**config.mk**
```make
export PLATFORM = sky130hd
export DESIGN_NAME = alu_issue_ctrl
export DESIGN_NICKNAME = d
export VERILOG_FILES = /design/src/rtl/alu_issue_ctrl.sv
export SDC_FILE = /design/constraint.sdc
export NUM_CORES = 1
export LEC_CHECK = 0
export ABC_AREA = 0
export BUFFER_PORTS_ARGS = -buffer_cell sky130_fd_sc_hd__buf_2
export CORE_MARGIN = 2
export CORE_UTILIZATION = 44
export CTS_BUF_LIST = sky130_fd_sc_hd__clkbuf_16
export DETAILED_ROUTE_END_ITERATION = 8
export PLACE_DENSITY = 0.89
export SLEW_MARGIN = 10
export SYNTH_ARGS = -nofsm -noshare
export SYNTH_HDL_FRONTEND = slang
export SYNTH_SLANG_ARGS = --single-unit
export TNS_END_PERCENT = 30
```
**constraint.sdc**
```tcl
create_clock -name clk -period 2.1 [get_ports clk]
set_clock_uncertainty 0.2 [all_clocks]
set_input_delay 0 -clock clk [delete_from_list [all_inputs] [get_ports clk]]
set_output_delay 0 -clock clk [all_outputs]
set_load 0.005 [all_outputs]
```
**src/rtl/alu_issue_ctrl.sv**
```systemverilog
// alu_issue_ctrl
//   Issues one RV32I integer instruction at a time to an external
//   combinational ALU and returns the captured result to a consumer.
//   Supported: ADD, SUB, ADDI, ORI, SLLI, SRLI. Anything else is answered
//   with rsp_illegal_o and never reaches the ALU.
//
// Ports
//   clk, reset                 clock (rising edge), async active-low reset
//   req_valid_i / req_ready_o  request handshake (ready only when idle)
//   instr_i, rs1_data_i,
//   rs2_data_i, imm_i          instruction word and operand values
//   alu_op_o, alu_a_o, alu_b_o registered ALU controls/operands
//   alu_result_i, alu_zero_i   combinational ALU outputs
//   rsp_valid_o / rsp_ready_i  response handshake
//   rsp_result_o, rsp_zero_o,
//   rsp_illegal_o              registered response payload
module alu_issue_ctrl #(
  parameter int DATA_WIDTH = 32,
  parameter int OP_WIDTH   = 4
) (
  input  logic                  clk,
  input  logic                  reset,
  input  logic                  req_valid_i,
  output logic                  req_ready_o,
  input  logic [31:0]           instr_i,
  input  logic [DATA_WIDTH-1:0] rs1_data_i,
  input  logic [DATA_WIDTH-1:0] rs2_data_i,
  input  logic [DATA_WIDTH-1:0] imm_i,
  output logic [OP_WIDTH-1:0]   alu_op_o,
  output logic [DATA_WIDTH-1:0] alu_a_o,
  output logic [DATA_WIDTH-1:0] alu_b_o,
  input  logic [DATA_WIDTH-1:0] alu_result_i,
  input  logic                  alu_zero_i,
  output logic                  rsp_valid_o,
  input  logic                  rsp_ready_i,
  output logic [DATA_WIDTH-1:0] rsp_result_o,
  output logic                  rsp_zero_o,
  output logic                  rsp_illegal_o
);

  localparam logic [1:0] IDLE = 2'd0;
  localparam logic [1:0] EXEC = 2'd1;
  localparam logic [1:0] RESP = 2'd2;

  localparam logic [6:0] OPC_REG = 7'b0110011;
  localparam logic [6:0] OPC_IMM = 7'b0010011;

  localparam logic [OP_WIDTH-1:0] OP_ADD = OP_WIDTH'(0);
  localparam logic [OP_WIDTH-1:0] OP_SUB = OP_WIDTH'(1);
  localparam logic [OP_WIDTH-1:0] OP_OR  = OP_WIDTH'(2);
  localparam logic [OP_WIDTH-1:0] OP_SLL = OP_WIDTH'(3);
  localparam logic [OP_WIDTH-1:0] OP_SRL = OP_WIDTH'(4);

  logic [1:0] state_q, state_d;

  logic [OP_WIDTH-1:0]   alu_op_q;
  logic [DATA_WIDTH-1:0] alu_a_q, alu_b_q;
  logic [DATA_WIDTH-1:0] rsp_result_q;
  logic                  rsp_zero_q, rsp_illegal_q;

  // Decode of the instruction currently on instr_i.
  logic [6:0]          opcode;
  logic [2:0]          funct3;
  logic [6:0]          funct7;
  logic                dec_legal;
  logic                dec_use_imm;
  logic [OP_WIDTH-1:0] dec_op;

  assign opcode = instr_i[6:0];
  assign funct3 = instr_i[14:12];
  assign funct7 = instr_i[31:25];

  // NOTE: every signal assigned in always_comb gets a default first so no
  // path leaves it unassigned, which would otherwise infer a latch.
  always_comb begin
    dec_legal   = 1'b0;
    dec_use_imm = 1'b0;
    dec_op      = OP_ADD;
    if (opcode == OPC_REG && funct3 == 3'b000) begin
      if (funct7 == 7'b0000000) begin
        dec_legal = 1'b1;
        dec_op    = OP_ADD;
      end else if (funct7 == 7'b0100000) begin
        dec_legal = 1'b1;
        dec_op    = OP_SUB;
      end
    end else if (opcode == OPC_IMM) begin
      dec_use_imm = 1'b1;
      case (funct3)
        3'b000: begin dec_legal = 1'b1;                  dec_op = OP_ADD; end
        3'b110: begin dec_legal = 1'b1;                  dec_op = OP_OR;  end
        3'b001: begin dec_legal = (funct7 == 7'b0000000); dec_op = OP_SLL; end
        3'b101: begin dec_legal = (funct7 == 7'b0000000); dec_op = OP_SRL; end
        default: ;
      endcase
    end
  end

  logic accept;
  assign accept = req_valid_i && (state_q == IDLE);

  always_comb begin
    state_d = state_q;
    case (state_q)
      IDLE:    if (accept) state_d = dec_legal ? EXEC : RESP;
      EXEC:    state_d = RESP;
      RESP:    if (rsp_ready_i) state_d = IDLE;
      default: state_d = IDLE;
    endcase
  end

  // NOTE: sequential state uses non-blocking assignments so every register
  // samples the pre-edge values of the others, independent of statement order.
  always_ff @(posedge clk or negedge reset) begin
    if (!reset) begin
      state_q       <= IDLE;
      alu_op_q      <= '0;
      alu_a_q       <= '0;
      alu_b_q       <= '0;
      rsp_result_q  <= '0;
      rsp_zero_q    <= 1'b0;
      rsp_illegal_q <= 1'b0;
    end else begin
      state_q <= state_d;
      // Legal requests load the ALU controls; illegal ones leave them alone.
      if (accept && dec_legal) begin
        alu_op_q <= dec_op;
        alu_a_q  <= rs1_data_i;
        alu_b_q  <= dec_use_imm ? imm_i : rs2_data_i;
      end
      if (accept && !dec_legal) begin
        rsp_result_q  <= '0;
        rsp_zero_q    <= 1'b0;
        rsp_illegal_q <= 1'b1;
      end else if (state_q == EXEC) begin
        rsp_result_q  <= alu_result_i;
        rsp_zero_q    <= alu_zero_i;
        rsp_illegal_q <= 1'b0;
      end
    end
  end

  assign req_ready_o   = (state_q == IDLE);
  assign rsp_valid_o   = (state_q == RESP);
  assign alu_op_o      = alu_op_q;
  assign alu_a_o       = alu_a_q;
  assign alu_b_o       = alu_b_q;
  assign rsp_result_o  = rsp_result_q;
  assign rsp_zero_o    = rsp_zero_q;
  assign rsp_illegal_o = rsp_illegal_q;

endmodule

```
==> results.md <==
- Dpl cell area: 6000 sq um
- Worst R2R End: alu_b_o[14]
- Syn_area_per_cell: 14.0 sq um
- Max Cap Viol: 0
- WL per Instance: approximately 19 microns
- Clock Pin Slew Worst Setup and Hold Paths: about 70 ps
- DR pass1 iterations: 6
- Leak: around 4.3 nW
- Mapped Cells: 323
- Synth area leaders: dfrtp_1 (57%), mux2_2 (20%), mux2i_1 (7.3%)
- H-tree depth: 3
- DP HPWL: 8680 microns
- Final Hold Viols: 0
- Gr usage total: 29.6%
- Core Region: 9860 sq um
- Required time worst endpoint: 2100 ps
- Register area: 2580 sq um
- Crit end category: flop
- Share of layout cells above drive strength 1: 50.6%
- Seq cells post-synth: 103
- Clock Path Buffers: 2
- Share of synthesized flip-flops with an asynchronous set or reset: 100%
- Register area share after synthesis: 57.1%
- Origin of the worst min-delay path: instr_i[12]
- Most frequent cells in the layout: buf_2 (251), dlygate4sd3_1 (137), dfrtp_1 (103)
- Num rows: 36
- Chip height: 105 microns
- First-pass GRT wire length: about 26000 microns
- Unique masters post-synth: 32
- I/O Buffers: 252
- Setup CP Type: flop to flop
- Residual DRC: 0
- Status: completed
- Vias in the first global route: ~5000
- DP Cell Count: approximately 700
- Hold Path Depth: 4
- Post-CTS Hold Buffers: 138
- Final Non-Filler Cells: between 800 and 900
- Worst EP arrival: 1980 ps
- Post-synthesis net count: roughly 490
- CP startpoint kind: flop
- Final setup violation count: 0
- Slew Limit Fails: 0
- TritonCTS clock tree: built
- Fin nets: 879
- Initial antenna violation count: 1
- Yosys top cell area share: about 57%
- Post-synth EDFFs: 0
- Commonest non-fill, non-tap cell in the layout: buf_2
- Area of the multi-input gates: 1830 sq um
- Die width: 105 microns
- Cell area after layout: a little under 8000 sq um
- Area Growth Syn to Fin: 70.1%
- CTS buffer count: 9
- Global route overflow: 0
- Synth Warn #: 0
- Fillcell total: 547
- Final WL: approximately 16000 microns
- Worst r2r path cells: 5
- R2R Setup Slk: between 100 and 150 ps
- Worst hold path type: primary input to flop
- Largest area contributor in the netlist: dfrtp_1
- R2r startpoint: state_q[0]
- Crit share post-route: 94.6%
- Post-CTS Resized: 0
- Pwr Total: 0.00423 W
- Vias/cell: a little over 5
- Largest net degree at the start of global routing: 51
- Clk sinks: 103
- # Post-CTS Setup Buffers: 0
- Pwr dens: 550 nW/um^2
- Drt initial violations: 206
- Critical path fanouts, max: 36
- Total die area: 11100 sq um
- Ys flop type: dfrtp_1
- Achievable Freq: 503 MHz
- Initial core utilization: roughly 46%
- End of the worst hold path: alu_op_o[1]
- Antenna Nets Post-Route: 0
- Final Critical Period: 1990 ps
- I/O Pins: around 270
- Latest clock arrival within the worst-skew pair: 330 ps
- Clk root buf: clkbuf_16
- Worst vdd ir: about 530 uV
- Vias: approximately 4400
- Final RePlAce weighted congestion: 0.781
- RSZ-0062 raised after global routing: no
- Cell Area, Synth: 4520 sq um
==> worst max-delay path: stages (launching register included) <==
cell      delay (ps)
dfrtp_1          420
nor2_1           140
nand2_1          140
a211oi_4         290
buf_12           260
mux2_1           390
==> state kept, by name, summed over array words and instances, names as in the netlist <==
name / cells
alu_a_o: 32
alu_b_o: 32
rsp_result_o: 32
alu_op_o: 3
state_q: 2
rsp_illegal_o: 1
rsp_zero_o: 1
==> how the worst max path moves through the flow <==
stage	depth (start not counted)	to	slack (ps)	startpoint
6_report	5	alu_b_o[14]	110	state_q[0]
5_1_grt	8	state_q[1]	2	instr_i[3]
4_1_cts	5	alu_b_o[18]	120	state_q[0]
3_5_place_dp	7	alu_b_o[18]	-120	instr_i[3]
3_3_place_gp	7	alu_b_o[19]	-100	instr_i[3]
2_1_floorplan	6	alu_b_o[10]	240	state_q[1]
==> report_power, final <==
part           switching, W  internal [W]
registers         0.0000152       0.00201
clock network      0.000712      0.000914
logic              0.000216      0.000360
==> cell type report <==
type | instances | share of cell area (%)
flip-flops and latches | 103 | 33.5
inverters | 1 | 0.0489
clock inverters | 7 | 0.830
multi-input cells | 197 | 23.9
well taps | 133 | 2.17
repair buffers | 402 | 36.5
clock buffers | 9 | 2.93
diodes | 2 | 0.0651
==> layer usage <==
layer | global-route usage [%] | part of all wire, %
met5 | 0 | 0
met4 | 19.0 | 6.0
met3 | 6.37 | 5.5
met2 | 54.1 | 53
met1 | 30.4 | 35
==> metrics by stage <==
stage               TNS (ps)  hold slack (ps)  worst slack (ps)  util (%)
global route               0             59.2              2.44      77.9
floorplan                  0             -496               244         -
CTS                        0             3.21               124      77.8
global placement       -4040             -205             -98.0      60.8
finish                     0             10.5               114      77.9
detailed placement     -3380             -198              -115      60.8
==> kinds of logic (layout without fill, tap and decap cells) <==
kind of cell / after synthesis / after routing / share of synthesized area (%)
AO/OA/AOI/OAI: 41 / 41 / 5.04
XOR/XNOR: 1 / 1 / 0.194
buffers and inverters: 23 / 419 / 2.66
flip-flops: 103 / 103 / 57.1
multiplexers: 132 / 132 / 32.0
other: 1 / 3 / 0.0830
AND/OR/NAND/NOR: 22 / 22 / 2.96
==> cell usage after synthesis, types with 2 or more instances <==
library cell / n
dfrtp_1: 103
mux2_2: 80
a21oi_1: 34
mux2i_1: 33
mux2_1: 19
buf_2: 9
buf_1: 6
nand2_1: 4
clkbuf_1: 3
nor2_1: 3
nor3b_1: 3
buf_4: 2
buf_6: 2
nand2b_1: 2
nand3_1: 2
nor3_1: 2
Power figures use the tool's default switching activity.
